## config.mk

```make
export PLATFORM = sky130hd
export DESIGN_NAME = act_collect
export DESIGN_NICKNAME = d
export VERILOG_FILES = /design/src/rtl/act_collect_pkg.sv /design/src/rtl/act_fifo.sv /design/src/rtl/act_collect.sv
export SDC_FILE = /design/constraint.sdc
export NUM_CORES = 1
export LEC_CHECK = 0
export BUFFER_PORTS_ARGS = -buffer_cell sky130_fd_sc_hd__clkbuf_2
export CAP_MARGIN = 5
export CORE_UTILIZATION = 55
export CTS_BUF_LIST = sky130_fd_sc_hd__clkbuf_2
export DETAILED_ROUTE_END_ITERATION = 6
export GPL_TIMING_DRIVEN = 0
export PLACE_DENSITY_LB_ADDON = 0.15
export SLEW_MARGIN = 20
export SYNTH_ARGS = -nofsm -noshare
export SYNTH_HDL_FRONTEND = slang
export SYNTH_SLANG_ARGS = --single-unit
```

## constraint.sdc

```tcl
create_clock -name clk -period 6.45 [get_ports clk]
set_input_delay 0.645 -clock clk [delete_from_list [all_inputs] [get_ports clk]]
set_output_delay 0.645 -clock clk [all_outputs]
set_load 0.005 [all_outputs]
```

## src/rtl/act_collect_pkg.sv

```systemverilog
// Shared types and constants for the sigmoid activation path.
// The float_24_8 word and the sigmoid latency live here for both blocks.
package act_collect_pkg;

  typedef logic [31:0] float_24_8;

  // Must track the sigmoid pipeline depth.
  localparam int ACT_COLLECT_DEFAULT_LATENCY = 3;

endpackage

```

## src/rtl/act_fifo.sv

```systemverilog
// Generic DEPTH x 32 show-ahead FIFO with wrap-bit pointers.
// Head word reads as zero while empty.
module act_fifo
  import act_collect_pkg::*;
#(
  parameter int DEPTH = 16
) (
  input  logic                    clk,
  input  logic                    rst_n,
  input  logic                    i_clr,
  input  logic                    i_push,
  input  logic                    i_pop,
  input  float_24_8               i_data,
  output float_24_8               o_data,
  output logic                    o_full,
  output logic                    o_empty,
  output logic [$clog2(DEPTH):0]  o_level
);

  localparam int AW = $clog2(DEPTH);

  float_24_8   r_mem [DEPTH];
  logic [AW:0] r_wr;
  logic [AW:0] r_rd;

  logic [AW-1:0] w_wa;
  logic [AW-1:0] w_ra;

  assign w_wa = r_wr[AW-1:0];
  assign w_ra = r_rd[AW-1:0];

  always_ff @(posedge clk or negedge rst_n) begin
    if (!rst_n) begin
      r_wr <= '0;
      r_rd <= '0;
    end else if (i_clr) begin
      r_wr <= '0;
      r_rd <= '0;
    end else begin
      if (i_push) r_wr <= r_wr + 1'b1;
      if (i_pop)  r_rd <= r_rd + 1'b1;
    end
  end

  always_ff @(posedge clk) begin
    if (i_push && !i_clr) r_mem[w_wa] <= i_data;
  end

  assign o_empty = (r_wr == r_rd);
  assign o_full  = (w_wa == w_ra) && (r_wr[AW] != r_rd[AW]);
  assign o_level = r_wr - r_rd;
  assign o_data  = o_empty ? '0 : r_mem[w_ra];

endmodule

```

## src/rtl/act_collect.sv

```systemverilog
// Re-times sigmoid valid, buffers activations, emits framed stream.
// Optional ACT_COLLECT_STATS_EN adds push/drop counters.
module act_collect
  import act_collect_pkg::*;
#(
  parameter int SIG_LATENCY = ACT_COLLECT_DEFAULT_LATENCY,
  parameter int DEPTH       = 16,
  parameter int FRAME_LEN   = 8
) (
  input  logic                    clk,
  input  logic                    reset,
  input  logic                    in_valid,
  input  float_24_8               act_in,
  input  logic                    flush,
  output logic                    out_valid,
  input  logic                    out_ready,
  output float_24_8               out_data,
  output logic                    out_last,
  output logic [$clog2(DEPTH):0]  level,
  output logic                    overflow
`ifdef ACT_COLLECT_STATS_EN
  ,
  output logic [31:0]             stat_accepted,
  output logic [31:0]             stat_dropped
`endif
);

  localparam int FW = $clog2(FRAME_LEN) + 1;
  localparam logic [FW-1:0] LAST_IDX = FW'(FRAME_LEN - 1);

  logic [SIG_LATENCY-1:0] r_vdl;
  logic [FW-1:0]          r_frm;
  logic                   r_ovf;

  logic w_vd;
  logic w_pop;
  logic w_push;
  logic w_drop;
  logic w_full;
  logic w_empty;

  // Valid bit travels alongside the sample through sigmoid.
  always_ff @(posedge clk or negedge reset) begin
    if (!reset) begin
      r_vdl <= '0;
    end else if (flush) begin
      r_vdl <= '0;
    end else begin
      r_vdl[0] <= in_valid;
      for (int i = 1; i < SIG_LATENCY; i++) r_vdl[i] <= r_vdl[i-1];
    end
  end

  assign w_vd   = r_vdl[SIG_LATENCY-1];
  assign w_pop  = out_valid & out_ready;
  assign w_push = w_vd & (~w_full | w_pop);
  assign w_drop = w_vd & w_full & ~w_pop;

  act_fifo #(
    .DEPTH (DEPTH)
  ) u_fifo (
    .clk     (clk),
    .rst_n   (reset),
    .i_clr   (flush),
    .i_push  (w_push),
    .i_pop   (w_pop),
    .i_data  (act_in),
    .o_data  (out_data),
    .o_full  (w_full),
    .o_empty (w_empty),
    .o_level (level)
  );

  assign out_valid = ~w_empty;
  assign out_last  = out_valid & (r_frm == LAST_IDX);
  assign overflow  = r_ovf;

  always_ff @(posedge clk or negedge reset) begin
    if (!reset) begin
      r_frm <= '0;
      r_ovf <= 1'b0;
    end else if (flush) begin
      r_frm <= '0;
      r_ovf <= 1'b0;
    end else begin
      if (w_pop) r_frm <= out_last ? '0 : r_frm + 1'b1;
      if (w_drop) r_ovf <= 1'b1;
    end
  end

`ifdef ACT_COLLECT_STATS_EN
  logic [31:0] r_acc;
  logic [31:0] r_drp;

  always_ff @(posedge clk or negedge reset) begin
    if (!reset) begin
      r_acc <= '0;
      r_drp <= '0;
    end else if (flush) begin
      r_acc <= '0;
      r_drp <= '0;
    end else begin
      if (w_push && r_acc != '1) r_acc <= r_acc + 1'b1;
      if (w_drop && r_drp != '1) r_drp <= r_drp + 1'b1;
    end
  end

  assign stat_accepted = r_acc;
  assign stat_dropped  = r_drp;
`endif

endmodule

```

==> impl_results.md <==
* Status: finished clean
* Asr flop ratio synth at around 3.4%
* CTS sink cnt at 530
* Unique masters post-synth at 42
* Initial antenna violation count at 1
* Reg2reg setup slack at 1.83 ns
* # setup viols final at 0
* Drt wl/cell at 25.3 um
* First-pass GRT wire length at 67400 um
* Total CTS buffers at between 100 and 150
* Worst skew pair latency at 1.03 ns
* R2R cell count at 11
* Crit path arrival time at 4.81 ns
* Hold crit path type: in -> async
* Relative slew slack at roughly a quarter
* Core Region at 36700 sq um
* Root Buffer: clkbuf_2
* Syn nets at 961
* Most common cell in the netlist: edfxtp_1
* Commonest cells post-synth: edfxtp_1 (512), mux4_2 (127), nor3_1 (43), mux2i_1 (36), a221o_1 (32)
* DR DRC count at 0
* Pin count of the biggest net entering global routing at 33
* Actual slew at the worst max-slew pin at roughly 1.1 ns
* Critical-path cell list: inv_2, buf_1, ha_1, nand4_4, nor2_1, buf_2, nor3_1, a221o_1, clkbuf_2
* Total grt overflow at 0
* Internal power at 4.96 mW
* Vias in the first global route at between 10000 and 15000
* Die area at around 38000 sq um
* Final hold slack at 0.139 ns
* Reg clk slew, reported paths at roughly 0.1 ns
* Die height at approximately 200 um
* Comb pwr share at 5.0%
* RSZ-0062 raised after global routing: false
* DIE WIDTH at ~200 um
* Predominant post-synthesis flop cell: edfxtp_1
* Nets at 1259
* R2r startpoint: u_fifo.r_rd[1]
* Mapped cell area at ~21000 sq um
* Clk network pwr share at 36.5%
* Port Buffers at 75
* Endpoint class of the critical path: output port
* Via count at 10600
* Pins Over Slew Limit at 0
* Post-synthesis register bit count at 530
* Fin. Hold Viols at 0
* 1st-iter DRT viols at 930
* Synth Instances at 913
* Pre-CTS setup slack at 1.88 ns
* Placer Congestion at 0.743
* Num rows at 70
* VDD IR max at approximately 0.17 mV
* Tmin final at approximately 5.5 ns
* Period utilization at between 80 and 90%
* CTS tree: done
* Vias per Instance at 5.95
* Area share of the largest cell type after synthesis at 74.8%
* # IOs at 77
* Dominant cells by area after synthesis: edfxtp_1 (75%), mux4_2 (14%), dfrtp_1 (2.2%)
* FF-to-FF End: u_fifo.r_mem[15][10]
* Setup Buffers After CTS at 0
* Post-Route WL at roughly 45000 um
* H-tree depth at 4
* Sw Pwr at between 1 and 1.5 mW
* Switch share at 23.2%
* Number of flops mapped to enable cells by yosys at 512
* CTS-repair resized insts at 0
* Leading area contributor after synthesis: edfxtp_1
* CP max-delay cell: buf_1
* Critical-path maximum fanout at 11
* Setup ws final at 0.992 ns
* CP max stage delay at 0.85 ns
* Sequential area share after synthesis at 76.9%
* Sequential share of power at approximately three fifths
* Initial core utilization at between 50% and 60%
* PwrDens at 273 nW/um^2
* Worst path required time at 5.80 ns
* Startpoint Class: flop
* Layout cells sized above 1 at 39.2%
* Mean Syn Cell Area at 22.5 sq um
* Remaining antenna violation count at 0
* Final Skew at 0.0903 ns
* Setup CP Type: reg -> out
* MaxCap Viol Count at 0
* Maximum clock path buffer count at 3
* GRT Total Usage at between 20% and 30%
* Hold-fix buffers, CTS at 34
* Post-DP HPWL at 28000 um
* Area grow syn2layout at 15.1%
* Yosys warns at 0
* DRT Pass-1 Iters at 5
* Leakage at 8.19 nW
* FMAX at 0.183 GHz
cell families (layout without fill, tap and decap cells):
logic type      after synthesis  count (layout)  share of synthesized area [%]
mux                         165             165                           15.8
compound gates               50              50                           2.17
other cells                   0               1                              0
flops                       530             530                           76.9
simple gates                 85              85                           2.19
xor+xnor                     11              11                          0.505
fa+ha+maj                    11              11                          0.706
buf+inv                      61             457                           1.64
critical path, delay by kind of cell (launching register included):
kind	cells	cell delay, ns
adders and majority gates	1	0.34
DFF	1	0.50
and+or+nand+nor	3	1.04
buffers and inverters	4	1.63
AOI/OAI and AO/OA	1	0.30
cell type report:
| class | count | area [sq um] |
|---|---|---|
| antenna | 1 | 2.50 |
| clock buffer | 191 | 956 |
| multi-input combinational | 322 | 4470 |
| timing repair buffer | 162 | 1160 |
| fill | 2554 | 13000 |
| tap | 468 | 586 |
| inverter | 11 | 41.3 |
| buffer | 50 | 297 |
| sequential | 530 | 15800 |
| clock inverter | 43 | 342 |
registers in the layout, indices dropped and copies added, names as in the netlist:
name          cells
overflow          1
r_vdl             3
u_fifo.r_rd       5
r_frm             4
u_fifo.r_wr       5
u_fifo.r_mem    512
how the worst max path moves through the flow:
stage                   startpoint                  end  slack, ns  cells past startpoint
global route        u_fifo.r_rd[1]         out_data[16]       0.74                      9
finish              u_fifo.r_rd[1]         out_data[16]       0.99                      9
floorplan           u_fifo.r_rd[1]  u_fifo.r_mem[15][0]       0.92                      7
global placement    u_fifo.r_rd[1]  u_fifo.r_mem[15][8]      -3.64                      7
detailed placement  u_fifo.r_rd[1]  u_fifo.r_mem[15][8]       1.88                     11
CTS                 u_fifo.r_rd[1]         out_data[16]       0.88                      9
per-stage QoR:
step	instance area (sq um)	util (%)	std cells	total power, mW	TNS, ns
after floorplan	20600	-	913	4.04	0
after global placement	21500	58.7	1456	4.16	-544.66
after detailed placement	22000	60.0	1509	4.17	0
after CTS	23700	64.5	1777	6.52	0
after global routing	23700	64.5	1778	6.71	0
final	23700	64.5	1778	6.46	0
cells in the final DEF (no fill, tap or decap), types with 9 or more instances in the layout:
master / count
dfrtp_1: 18
buf_6: 13
mux4_2: 127
dlygate4sd3_1: 34
clkbuf_2: 266
clkbuf_1: 23
clkinv_1: 24
nor2_1: 13
buf_4: 35
a221o_1: 32
edfxtp_1: 512
inv_1: 9
buf_2: 26
nor3_1: 35
mux2i_1: 36
ha_1: 10
metal layers:
layer / vias up / wire, um / GRT usage, %
met2: 413 / 22000 / 39.0
met5: - / 0 / 0
met3: 72 / 2970 / 6.34
met4: 0 / 917 / 8.57
li1: 4573 / - / -
met1: 5513 / 19000 / 34.0
power groups by stage:
stage	clock network [mW]	logic (mW)	registers, mW
floorplan	0	0.187	3.85
global placement	0	0.307	3.85
detailed placement	0	0.313	3.85
CTS	2.42	0.330	3.77
global route	2.59	0.353	3.78
finish	2.36	0.325	3.77
(Power assumes the default switching activity.)
